$ cat config.mk
export PLATFORM = sky130hd
export DESIGN_NAME = elastic_pipe_stage
export DESIGN_NICKNAME = d
export VERILOG_FILES = /design/src/rtl/elastic_pipe_stage.sv
export SDC_FILE = /design/constraint.sdc
export NUM_CORES = 1
export LEC_CHECK = 0
export BUFFER_PORTS_ARGS = -buffer_cell sky130_fd_sc_hd__buf_2
export CAP_MARGIN = 20
export CORE_ASPECT_RATIO = 2
export CORE_MARGIN = 2
export CORE_UTILIZATION = 40
export CTS_BUF_LIST = sky130_fd_sc_hd__clkbuf_16
export DETAILED_ROUTE_END_ITERATION = 6
export PLACE_DENSITY = 0.69
export SKIP_CTS_REPAIR_TIMING = 1
export SYNTH_ARGS = -nofsm -noshare
export SYNTH_HDL_FRONTEND = slang
export SYNTH_SLANG_ARGS = --single-unit
$ cat constraint.sdc
create_clock -name clk_i -period 6.2 [get_ports clk_i]
set_input_delay 0.62 -clock clk_i [delete_from_list [all_inputs] [get_ports clk_i]]
set_output_delay 0.62 -clock clk_i [all_outputs]
set_load 0.005 [all_outputs]
$ cat src/rtl/elastic_pipe_stage.sv
// Pipeline register with valid/ready handshake, stall and flush.
// With SKID=1 a second entry absorbs one beat so in_ready_o is driven only by flops and reset.
module elastic_pipe_stage #(
  parameter int DATA_WIDTH = 64,
  parameter int FLAG_COUNT = 10,
  parameter bit SKID       = 1'b1
) (
  input  logic                  clk_i,
  input  logic                  reset_i,
  input  logic                  flush_i,
  input  logic                  in_valid_i,
  output logic                  in_ready_o,
  input  logic [DATA_WIDTH-1:0] in_data_i,
  input  logic [FLAG_COUNT-1:0] in_flags_i,
  output logic                  out_valid_o,
  input  logic                  out_ready_i,
  output logic [DATA_WIDTH-1:0] out_data_o,
  output logic [FLAG_COUNT-1:0] out_flags_o,
  output logic [1:0]            occupancy_o
);

  typedef enum logic [1:0] {
    ST_EMPTY = 2'd0,
    ST_FULL  = 2'd1,
    ST_SKID  = 2'd2
  } state_e;

  state_e                state_q, state_d;
  logic [DATA_WIDTH-1:0] main_data_q, main_data_d;
  logic [DATA_WIDTH-1:0] skid_data_q, skid_data_d;
  logic [FLAG_COUNT-1:0] main_flags_q, main_flags_d;
  logic [FLAG_COUNT-1:0] skid_flags_q, skid_flags_d;
  logic                  valid_q, valid_d;
  logic [1:0]            occ_q, occ_d;
  logic                  accept_s;
  logic                  emit_s;

  generate
    if (SKID) begin : g_skid_ready
      assign in_ready_o = (state_q != ST_SKID) & ~reset_i;
    end else begin : g_comb_ready
      assign in_ready_o = (~valid_q | out_ready_i) & ~reset_i;
    end
  endgenerate

  assign accept_s    = in_valid_i & in_ready_o;
  assign emit_s      = valid_q & out_ready_i;
  assign out_valid_o = valid_q;
  assign out_data_o  = main_data_q;
  assign out_flags_o = main_flags_q;
  assign occupancy_o = occ_q;

  // Next-state logic; flags are zeroed whenever their entry leaves so bubbles carry no flags.
  always_comb begin
    state_d      = state_q;
    main_data_d  = main_data_q;
    main_flags_d = main_flags_q;
    skid_data_d  = skid_data_q;
    skid_flags_d = skid_flags_q;
    valid_d      = 1'b0;
    occ_d        = 2'd0;
    if (flush_i) begin
      state_d      = ST_EMPTY;
      main_flags_d = '0;
      skid_flags_d = '0;
    end else begin
      case (state_q)
        ST_EMPTY: begin
          if (accept_s) begin
            state_d      = ST_FULL;
            main_data_d  = in_data_i;
            main_flags_d = in_flags_i;
          end else begin
            state_d = ST_EMPTY;
          end
        end
        ST_FULL: begin
          if (accept_s && emit_s) begin
            main_data_d  = in_data_i;
            main_flags_d = in_flags_i;
          end else if (accept_s && SKID) begin
            state_d      = ST_SKID;
            skid_data_d  = in_data_i;
            skid_flags_d = in_flags_i;
          end else if (emit_s) begin
            state_d      = ST_EMPTY;
            main_flags_d = '0;
          end else begin
            state_d = ST_FULL;
          end
        end
        ST_SKID: begin
          if (emit_s) begin
            state_d      = ST_FULL;
            main_data_d  = skid_data_q;
            main_flags_d = skid_flags_q;
            skid_flags_d = '0;
          end else begin
            state_d = ST_SKID;
          end
        end
        default: begin
          state_d      = ST_EMPTY;
          main_flags_d = '0;
          skid_flags_d = '0;
        end
      endcase
    end
    case (state_d)
      ST_EMPTY: begin valid_d = 1'b0; occ_d = 2'd0; end
      ST_FULL:  begin valid_d = 1'b1; occ_d = 2'd1; end
      ST_SKID:  begin valid_d = 1'b1; occ_d = 2'd2; end
      default:  begin valid_d = 1'b0; occ_d = 2'd0; end
    endcase
  end

  // State and entry registers.
  always_ff @(posedge clk_i or posedge reset_i) begin
    if (reset_i) begin
      state_q      <= ST_EMPTY;
      main_data_q  <= '0;
      main_flags_q <= '0;
      skid_data_q  <= '0;
      skid_flags_q <= '0;
      valid_q      <= 1'b0;
      occ_q        <= 2'd0;
    end else begin
      state_q      <= state_d;
      main_data_q  <= main_data_d;
      main_flags_q <= main_flags_d;
      skid_data_q  <= skid_data_d;
      skid_flags_q <= skid_flags_d;
      valid_q      <= valid_d;
      occ_q        <= occ_d;
    end
  end

endmodule

==> qor.txt, run 1 <==
Clk sinks -> 153
Share of layout cells above drive strength 1 -> 42.9%
Setup violators final -> 0
First-pass GRT wire length -> 24400 um
Die X -> 96.3 um
Nets -> 819
Post-Syn Area -> 0.00681 mm2
Relative slew slack -> 33.2%
ANT nets after route -> 0
RSZ-0062 raised after global routing -> no
Most frequent cells in the layout -> nand2_1 (204), buf_2 (156), dfrtp_1 (153)
FF-to-FF path depth -> 5
Pre-CTS setup slack -> 3.35 ns
CP max FO -> 75
Max-cap viol count -> 0
Clock transition at path regs -> 0.06 ns
First-pass iteration count of the detailed router -> 5
Worst vdd ir -> 0.253 mV
Tmin final -> 2.66 ns
Setup crit end -> in_ready_o
Setup WS post-layout -> 3.54 ns
Power per cell area -> 352 mW/mm2
Worst-path cell chain -> nor2b_4 -> buf_4 -> nor2_1 -> buf_2
Initial antenna violation count -> 1
Fmax -> 0.375 GHz
Inserted Clock Buffers -> 17
Core area -> 0.0167 mm2
Total negative setup slack -> 0 ns
Worst R2R Start -> state_q[0]
Total number of vias -> 4720
Placed inst area -> 0.00772 mm2
Routed WL -> 15300 um
Total GRT Usage -> 17.7%
Static Leak -> 4.26 nW
Worst Clk Skew -> 0.00652 ns
Mean Syn Cell Area -> 11.5 um2
CTS Root Cell -> clkbuf_16
WP data required -> 5.58 ns
CP max stage delay -> 0.67 ns
Slowest CP cell -> buf_4
P&R area growth vs syn -> 21.6%
Synth warn -> 0
Worst setup EP type -> output port
Largest net degree at the start of global routing -> 95
DR WL/cell -> 15.9 um
Grt ovf -> 0
Most common cell after layout, fill and taps aside -> nand2_1
Clk_lat worst skew -> 0.42 ns
Die area -> 0.0182 mm2
H-tree levels -> 4
1st-iter DRT viols -> 199
WHS -> 0.388 ns
Worst setup startpoint -> state_q[1]
Final instance area -> 0.00828 mm2
Max-slew violation count -> 0
Worst R2R Setup Slack -> 3.67 ns
RD Place Congestion -> 0.756
Post-synthesis register bit count -> 153
Post-synthesis sequential area ratio -> 56.2%
Worst Hold Class -> in -> async
DRC violations left -> 0
Starting Density -> 40.8%
Final period utilization -> 43.0%
Netlist cell types -> 31
Io pins -> 157
Post-synth net total -> 671
Synthesized instance count -> 590
HPWL Detailed -> 10200 um
Rows -> 67
CTS max path bufs -> 2
Outcome -> complete, no violations
Die Span Y -> 189 um
CTS tree -> built
CP Class -> reg -> out
Worst-Margin Slew -> 1.00 ns
Vias in the first global route -> 4895
Drt via density -> 4.92
R2r endpoint -> out_data_o[8]
CP Data Arrival Time -> 2.04 ns
Critical Path Start Type -> flip-flop
Port Buffer Count -> 156
Final Hold Fails -> 0
-- registers in the layout (all words and copies together), names as in the netlist --
signal,count
skid_flags_q,10
occupancy_o,2
out_data_o,64
state_q,2
out_valid_o,1
skid_data_q,64
out_flags_o,10
-- layout make-up --
cell class	count	area, um2
antenna	1	2.50
clock buffer	17	425
clock inverter	15	138
fill	1534	8400
inverter	13	53.8
multi-input combinational	391	2750
sequential	153	3830
tap	207	259
timing repair buffer	162	826
-- how the worst min path moves through the flow --
stage,endpoint,slack [ns],startpoint
after floorplan,skid_data_q[0],0.48,skid_data_q[0]
after global placement,out_data_o[24],0.46,out_data_o[24]
after detailed placement,out_data_o[60],0.47,out_data_o[60]
after CTS,skid_data_q[63],0.43,in_data_i[63]
after global routing,skid_data_q[29],0.43,in_data_i[29]
final,out_flags_o[6],0.39,reset_i
-- synthesized netlist by cell type (all sizes together) --
| cell type | number | area [um2] |
|---|---|---|
| nand2 | 204 | 766 |
| dfrtp | 153 | 3830 |
| mux2 | 128 | 1480 |
| a22o | 20 | 175 |
| buf | 18 | 153 |
| clkbuf | 15 | 56.3 |
| inv | 13 | 48.8 |
| mux2i | 10 | 100 |
| nor2 | 5 | 18.8 |
| a21oi | 3 | 26.3 |
| nand2b | 3 | 18.8 |
| nor2b | 3 | 18.8 |
| a22oi | 2 | 15.0 |
| ha | 2 | 25.0 |
| a21boi | 1 | 7.51 |
| and2 | 1 | 6.26 |
| nand3 | 1 | 5.00 |
| nand4b | 1 | 8.76 |
| nor3b | 1 | 7.51 |
| o21ai | 1 | 5.00 |
| o21bai | 1 | 7.51 |
| o31a | 1 | 8.76 |
| or3 | 1 | 11.3 |
| xnor2 | 1 | 8.76 |
| xor2 | 1 | 8.76 |
-- power breakdown --
part / internal [mW] / switching [mW]
Sequential: 1.25 / 0.134
Combinational: 0.324 / 0.212
Clock: 0.585 / 0.403
Total: 2.16 / 0.749
-- kinds of logic (layout without fill, tap and decap cells) --
| family | count (synthesis) | in the layout | synth area share [%] |
|---|---|---|---|
| simple gates | 220 | 220 | 12.6 |
| buf+inv | 46 | 207 | 3.78 |
| mux | 138 | 138 | 23.2 |
| other cells | 0 | 1 | 0 |
| fa+ha+maj | 2 | 2 | 0.367 |
| xor+xnor | 2 | 2 | 0.257 |
| compound gates | 29 | 29 | 3.60 |
| flops | 153 | 153 | 56.2 |
-- metrics by stage --
step | power, mW | instances | util, %
after floorplan | 1.71 | 590 | -
after global placement | 1.93 | 926 | 46.3
after detailed placement | 1.95 | 926 | 46.3
after CTS | 2.96 | 958 | 49.6
after global routing | 3.07 | 959 | 49.7
final | 2.91 | 959 | 49.7
-- critical path, delay by kind of cell, from the launching register on --
| kind | cells | cell delay [ns] |
|---|---|---|
| buffers and inverters | 2 | 0.83 |
| DFF | 1 | 0.52 |
| and+or+nand+nor | 2 | 0.28 |
-- metal layers --
layer / vias to the layer above / share of wire, % / track usage (%)
met3: 12 / 4.1 / 4.32
met1: 2350 / 37 / 18.6
met5: - / 0 / 0
met2: 109 / 57 / 33.0
li1: 2249 / - / -
met4: 0 / 1.8 / 6.34
(Power assumes the default switching activity.)
==> run 2: changes to the inputs <==
==> constraint.sdc (replaced) <==
create_clock -name clk_i -period 2.5 [get_ports clk_i]
set_input_delay 0.25 -clock clk_i [delete_from_list [all_inputs] [get_ports clk_i]]
set_output_delay 0.25 -clock clk_i [all_outputs]
set_load 0.005 [all_outputs]
==> run 2 against run 1 <==
  * Die area did not move
  * Highest routed layer unchanged
  * Non-clock buffer count is 7 higher
  * Via count grew 1.7%
  * Global-route usage grew 0.89 points
==> qor.txt, run 2 (same netlist as run 1, synthesis figures left out) <==
Outcome -> complete, no violations
Die Span Y -> 189 um (unchanged)
Grt met1 use -> 19.9% (+1.4 points)
Most common cell after layout, fill and taps aside -> nand2_1
CP Class -> reg -> out
Worst-path cell chain -> nor2b_4 -> buf_6 -> nor2_1 -> buf_2
Slowest CP cell -> buf_6
DR WL/cell -> 16.4 um (+2.7%)
CP Data Arrival Time -> 1.92 ns (-0.12 ns)
H-tree levels -> 4 (unchanged)
Tmin final -> 2.17 ns
M2 GR Usage -> 33.4% (+0.37 points)
Nets -> 826 (+0.85%)
Core area -> 0.0167 mm2 (unchanged)
Relative slew slack -> 56.2% (+23 points)
P&R area growth vs syn -> 23.8%
Rows -> 67 (unchanged)
R2r endpoint -> out_data_o[17]
Max-cap viol count -> 0 (unchanged)
First-pass GRT wire length -> 25600 um (+5.2%)
Grt ovf -> 0 (unchanged)
Worst setup EP type -> output port
FF-to-FF path depth -> 5 (unchanged)
ANT nets after route -> 0 (unchanged)
Die area -> 0.0182 mm2 (unchanged)
CP max stage delay -> 0.51 ns (-0.16 ns)
Critical Path Start Type -> flip-flop
CTS tree -> built
Filler cells -> 1575 (+2.7%)
Clk sinks -> 153 (unchanged)
CTS Root Cell -> clkbuf_16
Total negative setup slack -> 0 ns (unchanged)
Drt via density -> 4.98 (+1.2%)
Io pins -> 157 (unchanged)
Worst R2R Start -> state_q[0]
Gr busiest metal -> met2
Total number of vias -> 4798 (+1.7%)
Clk_lat worst skew -> 0.42 ns (about the same)
Worst Clk Skew -> 0.00646 ns (-0.0000634 ns)
Vias in the first global route -> 5078 (+3.7%)
RD Place Congestion -> 0.786 (+3.9%)
Total GRT Usage -> 18.6% (+0.89 points)
Largest net degree at the start of global routing -> 102 (+7.4%)
Power per cell area -> 903 mW/mm2 (+160%)
Static Leak -> 4.34 nW (+1.8%)
Final period utilization -> 87.0%
Starting Density -> 40.8% (unchanged)
Worst-Margin Slew -> 0.657 ns (-0.345 ns)
Pre-CTS setup slack -> 0.433 ns (-2.92 ns)
Inserted Clock Buffers -> 17 (unchanged)
Initial antenna violation count -> 1 (unchanged)
Die X -> 96.3 um (unchanged)
Clock transition at path regs -> 0.06 ns (about the same)
Setup WS post-layout -> 0.325 ns (-3.21 ns)
First-pass iteration count of the detailed router -> 5 (unchanged)
Met3 usage -> 3.88% (-0.44 points)
1st-iter DRT viols -> 207 (+4.0%)
WP data required -> 2.25 ns (-3.33 ns)
Worst Hold Class -> in -> async
Worst vdd ir -> 0.475 mV (+88%)
DRC violations left -> 0 (unchanged)
Fmax -> 0.460 GHz
Most frequent cells in the layout -> nand2_1 (204), buf_2 (156), dfrtp_1 (153)
Worst R2R Setup Slack -> 0.41 ns (-3.26 ns)
Routed WL -> 15800 um (+3.1%)
Port Buffer Count -> 156 (unchanged)
Max-slew violation count -> 0 (unchanged)
Final Hold Fails -> 0 (unchanged)
HPWL Detailed -> 10400 um (+2.6%)
Share of layout cells above drive strength 1 -> 43.2% (+0.30 points)
Setup violators final -> 0 (unchanged)
RSZ-0062 raised after global routing -> no
CTS max path bufs -> 2 (unchanged)
CP max FO -> 75 (unchanged)
run 2: changes by cell type in the layout (fill, tap and decap cells not counted):
cell / before / now
buf_4: 6 / 10
bufinv_16: 2 / 6
clkinvlp_4: 4 / 1
buf_12: 0 / 2
clkinv_2: 3 / 1
inv_6: 2 / 0
buf_6: 0 / 1
clkinv_1: 1 / 2
inv_1: 15 / 14
run 2: where the power goes:
group	switching (mW)	leakage [nW]	total, mW	internal, mW
clock	0.981	0.316	2.82	1.84
sequential	0.338	1.92	3.45	3.11
combinational	0.526	2.10	1.34	0.814
run 2: stage by stage:
stage / hold slack (ns) / util, % / area (um2) / total power, mW / cells
3_5_place_dp: 0.476 / 46.7 / 7790 / 4.86 / 933
4_1_cts: 0.0518 / 50.5 / 8430 / 7.72 / 962
3_3_place_gp: 0.466 / 46.7 / 7790 / 4.79 / 933
6_report: 0.0355 / 50.6 / 8430 / 7.61 / 963
2_1_floorplan: 0.387 / - / 6820 / 4.25 / 590
5_1_grt: 0.0533 / 50.6 / 8430 / 8.03 / 963
run 2: worst max-delay path by stage:
stage,from,end,slack (ns),cells past startpoint
final,state_q[1],in_ready_o,0.33,4
after global routing,state_q[1],in_ready_o,0.17,4
after CTS,state_q[1],in_ready_o,0.11,4
after detailed placement,state_q[0],out_data_o[16],0.43,5
after global placement,state_q[0],out_data_o[4],0.46,5
after floorplan,reset_i,occupancy_o[0],0.32,1
run 2: metal layers:
metal  wire length (um)  share of wire (%)
met1               5980                 38
met2               8620                 55
met3                583                3.7
met4                570                3.6
met5                  0                  0
run 2: critical path, delay by kind of cell (launching register included):
| family | cells | cell delay, ns |
|---|---|---|
| simple gates | 2 | 0.31 |
| buf+inv | 2 | 0.66 |
| flops | 1 | 0.50 |
run 2: area by class of cell:
type                       count  area, um2  area share, %
antenna                        1       2.50         0.0297
clock buffer                  17        425           5.04
clock inverter                12        209           2.48
inverter                      13       52.6          0.623
multi-input combinational    391       2750           32.6
sequential                   153       3830           45.4
tap                          207        259           3.07
timing repair buffer         169        907           10.8
